--- config.mk ---
export PLATFORM = sky130hd
export DESIGN_NAME = game_tick_scheduler_flat
export DESIGN_NICKNAME = d
export VERILOG_FILES = /design/src/rtl/game_tick_scheduler_if.sv /design/src/rtl/game_tick_scheduler.sv /design/src/flat_wrapper.sv
export SDC_FILE = /design/constraint.sdc
export NUM_CORES = 1
export LEC_CHECK = 0
export ABC_AREA = 1
export ABC_CLOCK_PERIOD_IN_PS = 2550
export CAP_MARGIN = 5
export CORE_ASPECT_RATIO = 1.25
export CORE_MARGIN = 8
export CORE_UTILIZATION = 40
export CTS_CLUSTER_SIZE = 12
export DETAILED_ROUTE_END_ITERATION = 12
export DONT_BUFFER_PORTS = 1
export PLACE_DENSITY_LB_ADDON = 0.15
export SYNTH_ARGS = -nofsm -noshare
export SYNTH_HDL_FRONTEND = slang
export SYNTH_SLANG_ARGS = --single-unit
--- constraint.sdc ---
create_clock -name clkin -period 2.55 [get_ports clkin]
set_input_delay 0.3825 -clock clkin [delete_from_list [all_inputs] [get_ports clkin]]
set_output_delay 0.3825 -clock clkin [all_outputs]
set_load 0.01 [all_outputs]
--- src/rtl/game_tick_scheduler_if.sv ---
// Control/status bundle between player inputs, the tick scheduler and the movement/score logic.
interface game_tick_scheduler_if;
  logic       start;
  logic       pause;
  logic       food_eaten;
  logic       game_over;
  logic       move_tick;
  logic [2:0] speed_level;
  logic [7:0] score;
  logic [1:0] state;

  modport master (
    output start, pause, food_eaten, game_over,
    input  move_tick, speed_level, score, state
  );

  modport slave (
    input  start, pause, food_eaten, game_over,
    output move_tick, speed_level, score, state
  );
endinterface

--- src/rtl/game_tick_scheduler.sv ---
// Snake movement clock: programmable tick divider, idle/run/pause/over FSM, score and speed level.
// Optional feature: define GAME_TICK_SCHEDULER_BCD_SCORE_EN for a two-digit BCD score (saturates at 99).
module game_tick_scheduler #(
  parameter int unsigned BASE_PERIOD     = 50000000,
  parameter int unsigned MAX_LEVEL       = 4,
  parameter int unsigned FOODS_PER_LEVEL = 4
) (
  input logic                  clkin,
  input logic                  reset,
  game_tick_scheduler_if.slave bus
);
  localparam int unsigned CNT_W   = 26;
  localparam int unsigned LVL_W   = 3;
  localparam int unsigned SCORE_W = 8;
  localparam int unsigned SUB_W   = $clog2(FOODS_PER_LEVEL) + 1;

  typedef enum logic [1:0] {
    S_IDLE   = 2'b00,
    S_RUN    = 2'b01,
    S_PAUSED = 2'b10,
    S_OVER   = 2'b11
  } state_e;

  state_e             state_q, state_d;
  logic [CNT_W-1:0]   cnt_q, cnt_d;
  logic               move_tick_q, move_tick_d;
  logic [LVL_W-1:0]   level_q, level_d;
  logic [SCORE_W-1:0] score_q, score_d;
  logic [SUB_W-1:0]   sub_q, sub_d;
  logic [CNT_W-1:0]   period_m1;
  logic [SCORE_W-1:0] score_inc;
  logic               advance;
  logic               food_ok;

  assign period_m1 = CNT_W'(BASE_PERIOD >> level_q) - CNT_W'(1);

`ifdef GAME_TICK_SCHEDULER_BCD_SCORE_EN
  // Two-digit BCD increment, holding at 99.
  always_comb begin
    score_inc = score_q;
    if (score_q != 8'h99) begin
      if (score_q[3:0] == 4'd9) score_inc = {score_q[7:4] + 4'd1, 4'd0};
      else                      score_inc = {score_q[7:4], score_q[3:0] + 4'd1};
    end
  end
`else
  always_comb begin
    score_inc = score_q;
    if (score_q != 8'hFF) score_inc = score_q + 8'd1;
  end
`endif

  // Next-state: the counter advances only on edges that leave the FSM in RUN.
  always_comb begin
    state_d     = state_q;
    cnt_d       = cnt_q;
    move_tick_d = 1'b0;
    level_d     = level_q;
    score_d     = score_q;
    sub_d       = sub_q;
    advance     = 1'b0;
    food_ok     = 1'b0;

    case (state_q)
      S_IDLE, S_OVER: begin
        if (bus.start) begin
          state_d = S_RUN;
          cnt_d   = '0;
          level_d = '0;
          score_d = '0;
          sub_d   = '0;
        end
      end
      S_RUN: begin
        if (bus.game_over) begin
          state_d = S_OVER;
        end else begin
          food_ok = bus.food_eaten;
          if (bus.pause) state_d = S_PAUSED;
          else           advance = 1'b1;
        end
      end
      S_PAUSED: begin
        if (bus.game_over) begin
          state_d = S_OVER;
        end else if (!bus.pause) begin
          state_d = S_RUN;
          advance = 1'b1;
        end
      end
      default: state_d = S_IDLE;
    endcase

    // >= covers a counter left beyond a freshly shortened period.
    if (advance) begin
      if (cnt_q >= period_m1) begin
        move_tick_d = 1'b1;
        cnt_d       = '0;
      end else begin
        cnt_d = cnt_q + CNT_W'(1);
      end
    end

    if (food_ok) begin
      score_d = score_inc;
      if (sub_q == SUB_W'(FOODS_PER_LEVEL - 1)) begin
        sub_d = '0;
        if (level_q < LVL_W'(MAX_LEVEL)) level_d = level_q + LVL_W'(1);
      end else begin
        sub_d = sub_q + SUB_W'(1);
      end
    end
  end

  always_ff @(posedge clkin or posedge reset) begin
    if (reset) begin
      state_q     <= S_IDLE;
      cnt_q       <= '0;
      move_tick_q <= 1'b0;
      level_q     <= '0;
      score_q     <= '0;
      sub_q       <= '0;
    end else begin
      state_q     <= state_d;
      cnt_q       <= cnt_d;
      move_tick_q <= move_tick_d;
      level_q     <= level_d;
      score_q     <= score_d;
      sub_q       <= sub_d;
    end
  end

  assign bus.move_tick   = move_tick_q;
  assign bus.speed_level = level_q;
  assign bus.score       = score_q;
  assign bus.state       = 2'(state_q);
endmodule

--- src/flat_wrapper.sv ---
// flat-port wrapper written by rule: the top's interface ports become plain ports
module game_tick_scheduler_flat 
#(
  parameter int unsigned BASE_PERIOD     = 50000000,
  parameter int unsigned MAX_LEVEL       = 4,
  parameter int unsigned FOODS_PER_LEVEL = 4
)
  (clkin, reset, bus_start, bus_pause, bus_food_eaten, bus_game_over, bus_move_tick, bus_speed_level, bus_score, bus_state);
  game_tick_scheduler_if bus_i ();
  input logic clkin;
  input logic reset;
  input wire logic [$bits(bus_i.start)-1:0] bus_start;
  input wire logic [$bits(bus_i.pause)-1:0] bus_pause;
  input wire logic [$bits(bus_i.food_eaten)-1:0] bus_food_eaten;
  input wire logic [$bits(bus_i.game_over)-1:0] bus_game_over;
  output wire logic [$bits(bus_i.move_tick)-1:0] bus_move_tick;
  output wire logic [$bits(bus_i.speed_level)-1:0] bus_speed_level;
  output wire logic [$bits(bus_i.score)-1:0] bus_score;
  output wire logic [$bits(bus_i.state)-1:0] bus_state;
  assign bus_i.start = bus_start;
  assign bus_i.pause = bus_pause;
  assign bus_i.food_eaten = bus_food_eaten;
  assign bus_i.game_over = bus_game_over;
  assign bus_move_tick = bus_i.move_tick;
  assign bus_speed_level = bus_i.speed_level;
  assign bus_score = bus_i.score;
  assign bus_state = bus_i.state;
  game_tick_scheduler #(.BASE_PERIOD(BASE_PERIOD), .MAX_LEVEL(MAX_LEVEL), .FOODS_PER_LEVEL(FOODS_PER_LEVEL)) u_core (.clkin(clkin), .reset(reset), .bus(bus_i));
endmodule
==> key figures, run 1 <==
STA
  • Fmax: 0.360 GHz
  • # setup viols final: 27
  • Setup_tns: -5.19 ns
  • RSZ-0062 raised after global routing: true
  • Final WS setup: -0.226 ns
  • Slew @ Worst Pin: 0.590 ns
  • Final count of pins violating max slew: 0
  • Final min period: 2.78 ns
  • Worst slew margin: 60.6%
  • Final period util: 109%
  • Final hold viol count: 0
  • Worst Skew: 0.00489 ns

Floorplanning
  • Core area: 8980 um2
  • Row Count: 39
  • Die area: 12400 um2
  • # IOs: 20
  • Initial core utilization: 40.5%
  • Die Ht: 123 um
  • Horiz. Die Dim: 101 um

Drt
  • Detailed-route via count: 3427
  • Antenna Violating Nets Remaining: 0
  • DR iter-0 viols: 109
  • Vias/cell: 4.98
  • DRC: 0
  • Drt total wl: 9.69 mm
  • Pre-Repair DR Iteration Count: 4
  • Wire length per cell: 14.1 um

Critical path
  • R2R Path End: u_core.cnt_q[20]
  • Most frequent cell on the critical path: nand2_1
  • Critical Path Source Type: register
  • CP peak stage delay: 0.48 ns
  • Cells on worst reg2reg path: 21
  • Slowest stage cell, crit path: dfrtp_2
  • Reg-to-reg setup timing slack: -0.23 ns
  • Required time worst endpoint: 2.78 ns
  • FF-to-FF Start: u_core.bus.speed_level[1]
  • Worst Path Arrival: 3.00 ns
  • Worst Path Max Fanout: 14
  • Critical-path cell list: inv_4, ha_4, nand2_2, nand2_4, nor2_4, nand4_1, nor3_2, xnor2_1, ha_1, nand2_1, nand2_1, nand2_1, nand2_1, nand2_1, nand2_1, nand2_1, nand3_2, nor2_4, buf_12, nand3_1, nand2_1
  • CP Capture Type: register
  • Setup CP Type: register to register

Power and ir drop
  • Static leakage: 2.40 nW
  • Power Dens Cells: 493 nW/um2
  • Worst vdd ir: 0.299 mV

Global route
  • Total congestion overflow: 0
  • Pin count of the biggest net entering global routing: 28
  • Global-route usage over all layers: 16.6%
  • Initial antenna violation count: 0
  • First-pass GRT wire length: 16.1 mm
  • Vias in the first global route: 3490

CTS
  • Clock H-tree levels: 2
  • CTS clk-pin slew, worst paths: 0.06 ns
  • CTS tree: yes
  • CTS hold repair buffers: 0
  • Worst skew pair latency: 0.29 ns
  • Clock root cell: clkbuf_16
  • Clock buffer depth: 2
  • Num CTS Buffers: 5
  • CTS Sinks: 43

Cells and area
  • Nets: 609
  • Final cell count without fillers: 688
  • Antenna diode count: 0
  • Share of cells above drive strength 1: 16.6%
  • Area growth from synthesis to layout: 21.0%

Min path
  • HP Class: primary input to async pin

Run
  • Max-cap check violation count: 0

Logic synthesis
  • Post-Synth Simple-Gate Area: 35.0%
  • Synth cell count leaders: nand2_1 (166), inv_1 (60), nor2_1 (55)
  • Mux share of post-synthesis cell area: 0%
  • Top cell type's share of synthesized area: 29.6%
  • Synth Area in Adders: 13.4%
  • Post-synthesis register bit count: 43
  • Main combinational cell family by area after synthesis: simple AND/OR/NAND/NOR gates
  • Post-synth ARST share: 100%
  • Synth Flop Type: dfrtp_1
  • Top post-synthesis cells by area: dfrtp_1 (30%), nand2_1 (17%), ha_1 (13%), nand3_1 (6.7%), inv_1 (6.2%)
  • Yosys warnings: 0
  • Sequential area share after synthesis: 29.6%
  • Netlist cell types: 35
  • Post-synth EDFFs: 0
  • Syn avg cell area: 6.98 um2
  • Leading area contributor after synthesis: dfrtp_1
  • Synth Area in Compound Gates: 8.49%
  • Syn nets: 566
  • Netlist Area Pre-Place: 3640 um2
  • Syn Inst Count: 521
  • Synth Area in XOR/XNOR: 5.54%
  • Top-count cell post-synth: nand2_1

Place
  • GPL Wtd Cong: 0.862
  • DPL Wire Length: 7.50 mm
  • Port Buffers: 0
  • Pre-CTS setup slack: -0.284 ns
  • Placed insts: 675

Outcome
  • Status: finished with violations
  • Failing checks: setup timing
==> power breakdown <==
group	internal, W	leakage, nW	switching [W]	total [W]
Sequential	0.000749	0.589	0.000105	0.000854
Combinational	0.000236	1.74	0.000439	0.000675
Clock	0.000362	0.0669	0.000279	0.000641
==> critical path, delay by kind of cell, from the launching register on <==
family | cells | cell delay, ns
DFF | 1 | 0.48
and+or+nand+nor | 16 | 1.37
xor gates and xnor gates | 1 | 0.15
adders and majority gates | 2 | 0.44
buffers and inverters | 2 | 0.25
==> cell families (layout without fill, tap and decap cells) <==
kind of cell / after synthesis / after routing
xor+xnor: 23 / 23
compound gates: 52 / 52
buf+inv: 70 / 114
flops: 43 / 43
fa+ha+maj: 39 / 39
simple gates: 294 / 294
==> registers in the layout (all words and copies together) (netlist names) <==
| name | count |
|---|---|
| u_core.cnt_q | 26 |
| u_core.bus.score | 8 |
| u_core.bus.speed_level | 3 |
| u_core.sub_q | 3 |
| u_core.bus.state | 2 |
| u_core.bus.move_tick | 1 |
==> layout by cell type, fill, tap and decap left out, types with 2 or more instances in the layout <==
master     count
o21ai_2        3
inv_1         56
nor2_4         5
xnor2_1        3
a21o_1         5
inv_2          2
buf_4         43
o31ai_1        3
xor2_1        20
a21oi_1       15
o21ai_0       17
nor3_1         2
clkbuf_16      6
nor3_4         3
nand3b_1       3
nand2_2        4
nand3_1       45
o211ai_1       2
inv_4          2
o22ai_1        2
nor2_1        53
ha_1          33
ha_4           5
nand4_1        5
nand2_4        4
dfrtp_2        2
nor2_2         3
nand2_1      160
nand3_2        5
dfrtp_1       41
==> repair_timing <==
item | CTS | global route
gates cloned | 1 | 1
hold endpoints to repair | 0 | 0
endpoints found under the setup margin | 27 | 27
setup buffers | 2 | 1
gates resized for setup | 13 | 8
pin swaps | 7 | 3
==> metal layers <==
metal	GRT usage, %	vias up	share of wire (%)	wire length, um
met2	31.3	42	54	5260
met5	0	-	0	0
met4	7.19	0	2.2	213
li1	-	1759	-	-
met1	17.8	1613	41	3980
met3	2.50	13	2.4	235
==> final cells by class <==
class	instances	area (um2)
Fill cell	931	4570
Multi-Input combinational cell	408	2420
Sequential cell	43	1080
Timing Repair Buffer	46	379
Inverter	60	230
Tap cell	123	154
Clock buffer	6	129
Clock inverter	2	12.5
==> through the flow <==
| step | instance area [um2] | hold WS [ns] | utilization, % | power [W] |
|---|---|---|---|---|
| 3_5_place_dp | 4100 | 0.379 | 45.7 | 0.00152 |
| 2_1_floorplan | 3690 | 0.446 | - | 0.00132 |
| 4_1_cts | 4360 | 0.0667 | 48.5 | 0.00219 |
| 6_report | 4400 | 0.0362 | 49.1 | 0.00217 |
| 5_1_grt | 4400 | 0.0920 | 49.1 | 0.00230 |
| 3_3_place_gp | 4100 | 0.376 | 45.7 | 0.00150 |
==> worst max path at each step <==
stage	startpoint	end	slack [ns]
floorplan	u_core.bus.speed_level[0]	u_core.cnt_q[0]	-0.09
global placement	u_core.bus.speed_level[0]	u_core.cnt_q[15]	-0.28
detailed placement	u_core.bus.speed_level[0]	u_core.cnt_q[20]	-0.28
CTS	u_core.bus.speed_level[0]	u_core.cnt_q[19]	-0.20
global route	u_core.bus.speed_level[1]	u_core.cnt_q[15]	-0.44
finish	u_core.bus.speed_level[1]	u_core.cnt_q[20]	-0.23
Note: power is estimated with default switching activity, not from simulation.
==> inputs of run 2 (changes only) <==
--- a/config.mk
+++ b/config.mk
@@ -15,6 +15,7 @@
 export DETAILED_ROUTE_END_ITERATION = 12
 export DONT_BUFFER_PORTS = 1
 export PLACE_DENSITY_LB_ADDON = 0.15
+export SKIP_CTS_REPAIR_TIMING = 1
 export SYNTH_ARGS = -nofsm -noshare
 export SYNTH_HDL_FRONTEND = slang
 export SYNTH_SLANG_ARGS = --single-unit
==> constraint.sdc (replaced) <==
create_clock -name clkin -period 2.55 [get_ports clkin]
set_input_delay 0.3825 -clock clkin [delete_from_list [all_inputs] [get_ports clkin]]
set_output_delay 0.3825 -clock clkin [all_outputs]
set_load 0.1 [all_outputs]
==> key figures, run 2 (same netlist as run 1, synthesis figures left out) <==
Cells and area
  • Area growth from synthesis to layout: 20.8%
  • Commonest non-fill, non-tap cell in the layout: nand2_1
  • Nets: 614
  • Antenna diode count: 0
  • Max FFs per register: 26
  • Share of cells above drive strength 1: 16.3%
  • Largest Register: u_core.cnt_q
  • Most frequent cells in the layout: nand2_1 (164), inv_1 (55), nor2_1 (54)
  • Layout Utilization: 48.9%

CTS
  • Worst skew pair latency: 0.29 ns
  • CTS clk-pin slew, worst paths: 0.06 ns
  • Clock root cell: clkbuf_16
  • CTS tree: yes
  • Clock H-tree levels: 2
  • CTS Sinks: 43
  • Num CTS Buffers: 5
  • Clock buffer depth: 2

Drt
  • DRC: 0
  • DR iter-0 viols: 143
  • Drt total wl: 9.36 mm
  • Pre-Repair DR Iteration Count: 4
  • Detailed-route via count: 3380
  • Wire length per cell: 13.5 um
  • Antenna Violating Nets Remaining: 0
  • Vias/cell: 4.88

STA
  • RSZ-0062 raised after global routing: true
  • Slew @ Worst Pin: 0.866 ns
  • Fmax: 0.369 GHz
  • Final WS setup: -0.159 ns
  • Setup_tns: -3.57 ns
  • Worst slew margin: 42.3%
  • Final count of pins violating max slew: 0
  • Final hold viol count: 0
  • Worst Skew: 0.00847 ns
  • Final period util: 106%
  • # setup viols final: 27
  • Final min period: 2.71 ns

Floorplanning
  • Die area: 12400 um2
  • Row Count: 39
  • Core area: 8980 um2
  • Die Ht: 123 um
  • # IOs: 20
  • Initial core utilization: 40.5%
  • Horiz. Die Dim: 101 um

Global route
  • Pin count of the biggest net entering global routing: 28
  • Vias in the first global route: 3271
  • Total congestion overflow: 0
  • Global-route usage over all layers: 16.3%
  • First-pass GRT wire length: 16.0 mm
  • Initial antenna violation count: 0

Place
  • Port Buffers: 0
  • GPL Wtd Cong: 0.889
  • DPL Wire Length: 7.53 mm

Power and ir drop
  • Static leakage: 2.41 nW
  • Worst vdd ir: 0.731 mV
  • Power Dens Cells: 570 nW/um2

Outcome
  • Failing checks: setup timing
  • Status: finished with violations

Min path
  • HP Class: primary input to async pin

Critical path
  • Critical Path Source Type: register
  • Worst Path Arrival: 2.88 ns
  • Required time worst endpoint: 2.72 ns
  • Worst Path Max Fanout: 27
  • CP Capture Type: register
  • Setup CP Type: register to register

Run
  • Max-cap check violation count: 0
## run 2: cell types whose count changed in the layout (fill, tap and decap cells not counted), sizes merged
cell,previous run,this run
clkbuf,7,5
buf,45,51
bufinv,0,1
clkinv,1,0
## run 2: metal layers
| layer | global-route usage [%] | up-vias | wire length [um] |
|---|---|---|---|
| li1 | - | 1766 | - |
| met1 | 19.5 | 1549 | 4140 |
| met2 | 29.3 | 55 | 4820 |
| met3 | 2.27 | 10 | 290 |
| met4 | 4.48 | 0 | 104 |
| met5 | 0 | - | 0 |
## run 2: path summary, 6_finish.rpt
kind                       cells past startpoint  slack (ns)                   to                       from
max                                           19       -0.16      u_core.cnt_q[2]  u_core.bus.speed_level[0]
min                                            1        0.01     u_core.cnt_q[20]                      reset
max reg2reg                                   19       -0.16      u_core.cnt_q[2]  u_core.bus.speed_level[0]
min reg2reg                                    1        0.48      u_core.sub_q[0]            u_core.sub_q[0]
max in group asynchronous                      2        1.88     u_core.cnt_q[16]                      reset
min in group clkin                             4        0.33  u_core.bus.state[0]              bus_game_over
## run 2: final cells by class
| cell class | count | area (um2) |
|---|---|---|
| Inverter | 60 | 233 |
| Timing Repair Buffer | 51 | 408 |
| Tap cell | 123 | 154 |
| Multi-Input combinational cell | 408 | 2350 |
| Clock buffer | 5 | 125 |
| Sequential cell | 43 | 1090 |
| Fill cell | 932 | 4580 |
| Clock inverter | 2 | 37.5 |
## run 2: worst max-delay path, cell delays in order (launching register included)
cell and delay [ns]:
dfrtp_4 0.54, inv_6 0.10, ha_2 0.18, inv_2 0.04
nand2_1 0.09, o21ai_2 0.07, buf_4 0.13, nand2_1 0.05
o21ai_0 0.11, ha_1 0.32, nand2_1 0.07, nor2_1 0.16
nand3_1 0.10, nand2_1 0.08, nor2_1 0.04, nor2_1 0.16
nor2_4 0.05, buf_12 0.16, nand3_1 0.08, nand2_1 0.06
## run 2: where the power goes
part           internal (W)  switching, W
Combinational      0.000269      0.000696
Sequential         0.000750     0.0000635
Clock              0.000457      0.000271
## run 2: metrics by stage
| step | hold slack (ns) | setup slack [ns] | std cells | power [W] | area, um2 |
|---|---|---|---|---|---|
| finish | 0.0142 | -0.159 | 692 | 0.00251 | 4390 |
| global route | 0.0636 | -0.382 | 692 | 0.00266 | 4390 |
| CTS | 0.0330 | -0.279 | 692 | 0.00254 | 4370 |
| detailed placement | 0.346 | -0.263 | 685 | 0.00180 | 4210 |
| global placement | 0.353 | -0.195 | 685 | 0.00178 | 4210 |
| floorplan | 0.446 | -0.303 | 521 | 0.00155 | 3710 |
==> inputs of run 3 (changes only) <==
--- a/config.mk
+++ b/config.mk
@@ -8,12 +8,13 @@
 export ABC_AREA = 1
 export ABC_CLOCK_PERIOD_IN_PS = 2550
 export CAP_MARGIN = 5
-export CORE_ASPECT_RATIO = 1.25
+export CORE_ASPECT_RATIO = 2
 export CORE_MARGIN = 8
 export CORE_UTILIZATION = 40
 export CTS_CLUSTER_SIZE = 12
 export DETAILED_ROUTE_END_ITERATION = 12
 export DONT_BUFFER_PORTS = 1
+export MAX_ROUTING_LAYER = met4
 export PLACE_DENSITY_LB_ADDON = 0.15
 export SKIP_CTS_REPAIR_TIMING = 1
 export SYNTH_ARGS = -nofsm -noshare
==> key figures, run 3 (same netlist as run 1, synthesis figures left out) <==
Floorplanning
  • Horiz. Die Dim: 83.4 um
  • Die area: 12600 um2
  • Die Ht: 151 um
  • Initial core utilization: 40.6%
  • # IOs: 20
  • Core area: 8950 um2
  • Row Count: 49

Cells and area
  • Area growth from synthesis to layout: 24.8%
  • Max FFs per register: 26
  • Nets: 623
  • Fillers: 898
  • Most frequent cells in the layout: nand2_1 (161), inv_1 (55), buf_4 (54)
  • Commonest non-fill, non-tap cell in the layout: nand2_1
  • Antenna diode count: 0
  • Share of cells above drive strength 1: 19.6%
  • Largest Register: u_core.cnt_q
  • Layout Utilization: 50.7%

Drt
  • DRC: 0
  • DR iter-0 viols: 195
  • Antenna Violating Nets Remaining: 0
  • Drt total wl: 11.0 mm
  • Detailed-route via count: 3611
  • Wire length per cell: 16.1 um
  • Pre-Repair DR Iteration Count: 4
  • Vias/cell: 5.31

Critical path
  • CP peak stage delay: 0.50 ns
  • Reg-to-reg setup timing slack: -0.35 ns
  • Buffers & Inverters on Critical Path: 2
  • Crit. Startpoint: u_core.bus.speed_level[1]
  • CP Capture Type: register
  • Worst Path Max Fanout: 7
  • Critical Path Source Type: register
  • Critical-path cell list: inv_6, ha_4, nand2_4, o21ai_2, nor2_2, nand4_1, nor3_2, xnor2_1, ha_1, nand2_1, nand2_1, nand2_1, nand2_1, nand2_1, nand2_1, nand2_1, nand3_2, nor2_4, clkbuf_16, nand3_1, nand2_1
  • CP delay by family, top: simple AND/OR/NAND/NOR gates
  • Worst path depth: 21
  • R2R Path End: u_core.cnt_q[22]
  • CP Capture Point: u_core.cnt_q[22]
  • Cells on worst reg2reg path: 21
  • Worst Path Arrival: 3.14 ns
  • Slowest stage cell, crit path: dfrtp_4
  • Setup CP Type: register to register
  • Most frequent cell on the critical path: nand2_1
  • FF-to-FF Start: u_core.bus.speed_level[1]
  • Required time worst endpoint: 2.78 ns

CTS
  • CTS Sinks: 43
  • Worst skew pair latency: 0.29 ns
  • Clock buffer depth: 2
  • Clock H-tree levels: 2
  • CTS tree: yes
  • CTS clk-pin slew, worst paths: 0.07 ns
  • Num CTS Buffers: 5
  • Clock root cell: clkbuf_16

Min path
  • Hold path depth: 4
  • Worst hold start: bus_game_over
  • HP Class: primary input to register

Global route
  • Global-route usage over all layers: 17.7%
  • Initial antenna violation count: 0
  • First-pass GRT wire length: 17.4 mm
  • Pin count of the biggest net entering global routing: 28
  • Vias in the first global route: 3737
  • Total congestion overflow: 0

Outcome
  • Failing checks: setup timing
  • Status: finished with violations

STA
  • Final period util: 114%
  • Worst Skew: 0.00432 ns
  • Fmax: 0.344 GHz
  • Final hold viol count: 0
  • # setup viols final: 27
  • Slew @ Worst Pin: 0.868 ns
  • Setup_tns: -8.69 ns
  • RSZ-0062 raised after global routing: true
  • Final WS setup: -0.354 ns
  • Final count of pins violating max slew: 0
  • Worst slew margin: 42.2%
  • Final min period: 2.90 ns

Power and ir drop
  • Pwr Total: 0.00256 W
  • Worst vdd ir: 0.493 mV
  • Static leakage: 2.51 nW
  • Power Dens Cells: 564 nW/um2

Run
  • Max-cap check violation count: 0

Place
  • DPL Wire Length: 8.51 mm
  • Port Buffers: 0
  • Pre-CTS setup slack: -0.324 ns
  • GPL Wtd Cong: 0.891
==> run 3: metal layers <==
metal	part of all wire [%]	vias to the layer above	track usage, %
met5	0	-	-
met4	7.1	0	12.5
met3	3.0	42	2.69
met2	57	79	35.6
met1	33	1700	14.0
li1	-	1790	-
==> run 3: cell type report <==
class                   instances  area (um2)  area share, %
inverters                      60         235           5.18
clock inverters                 1        30.0          0.662
clock buffers                   6         129           2.84
repair buffers                 60         508           11.2
multi-input cells             408        2420           53.4
well taps                     102         128           2.81
flip-flops and latches         43        1090           24.0
==> run 3: power by group <==
group / switching (W) / internal [W]
clock network: 0.000282 / 0.000458
logic: 0.000731 / 0.000275
registers: 0.0000649 / 0.000750
total: 0.00108 / 0.00148
==> run 3: tightest hold or removal path: stages <==
cell and delay [ns]:
a21oi_1 0.04, nand2_1 0.06, nand2_1 0.04, o21ai_0 0.05
==> run 3: metrics by stage <==
step | std cells | hold slack [ns] | cell area (um2)
final | 680 | 0.323 | 4540
after global routing | 680 | 0.353 | 4540
after CTS | 670 | -0.0451 | 4320
after detailed placement | 663 | 0.266 | 4160
after global placement | 663 | 0.270 | 4160
after floorplan | 521 | 0.446 | 3710
==> run 3: worst min-delay path by stage <==
stage	end
final	u_core.bus.state[0]
after global routing	u_core.bus.state[0]
after detailed placement	u_core.bus.score[5]
after CTS	u_core.bus.score[6]
after global placement	u_core.bus.score[6]
after floorplan	u_core.sub_q[0]
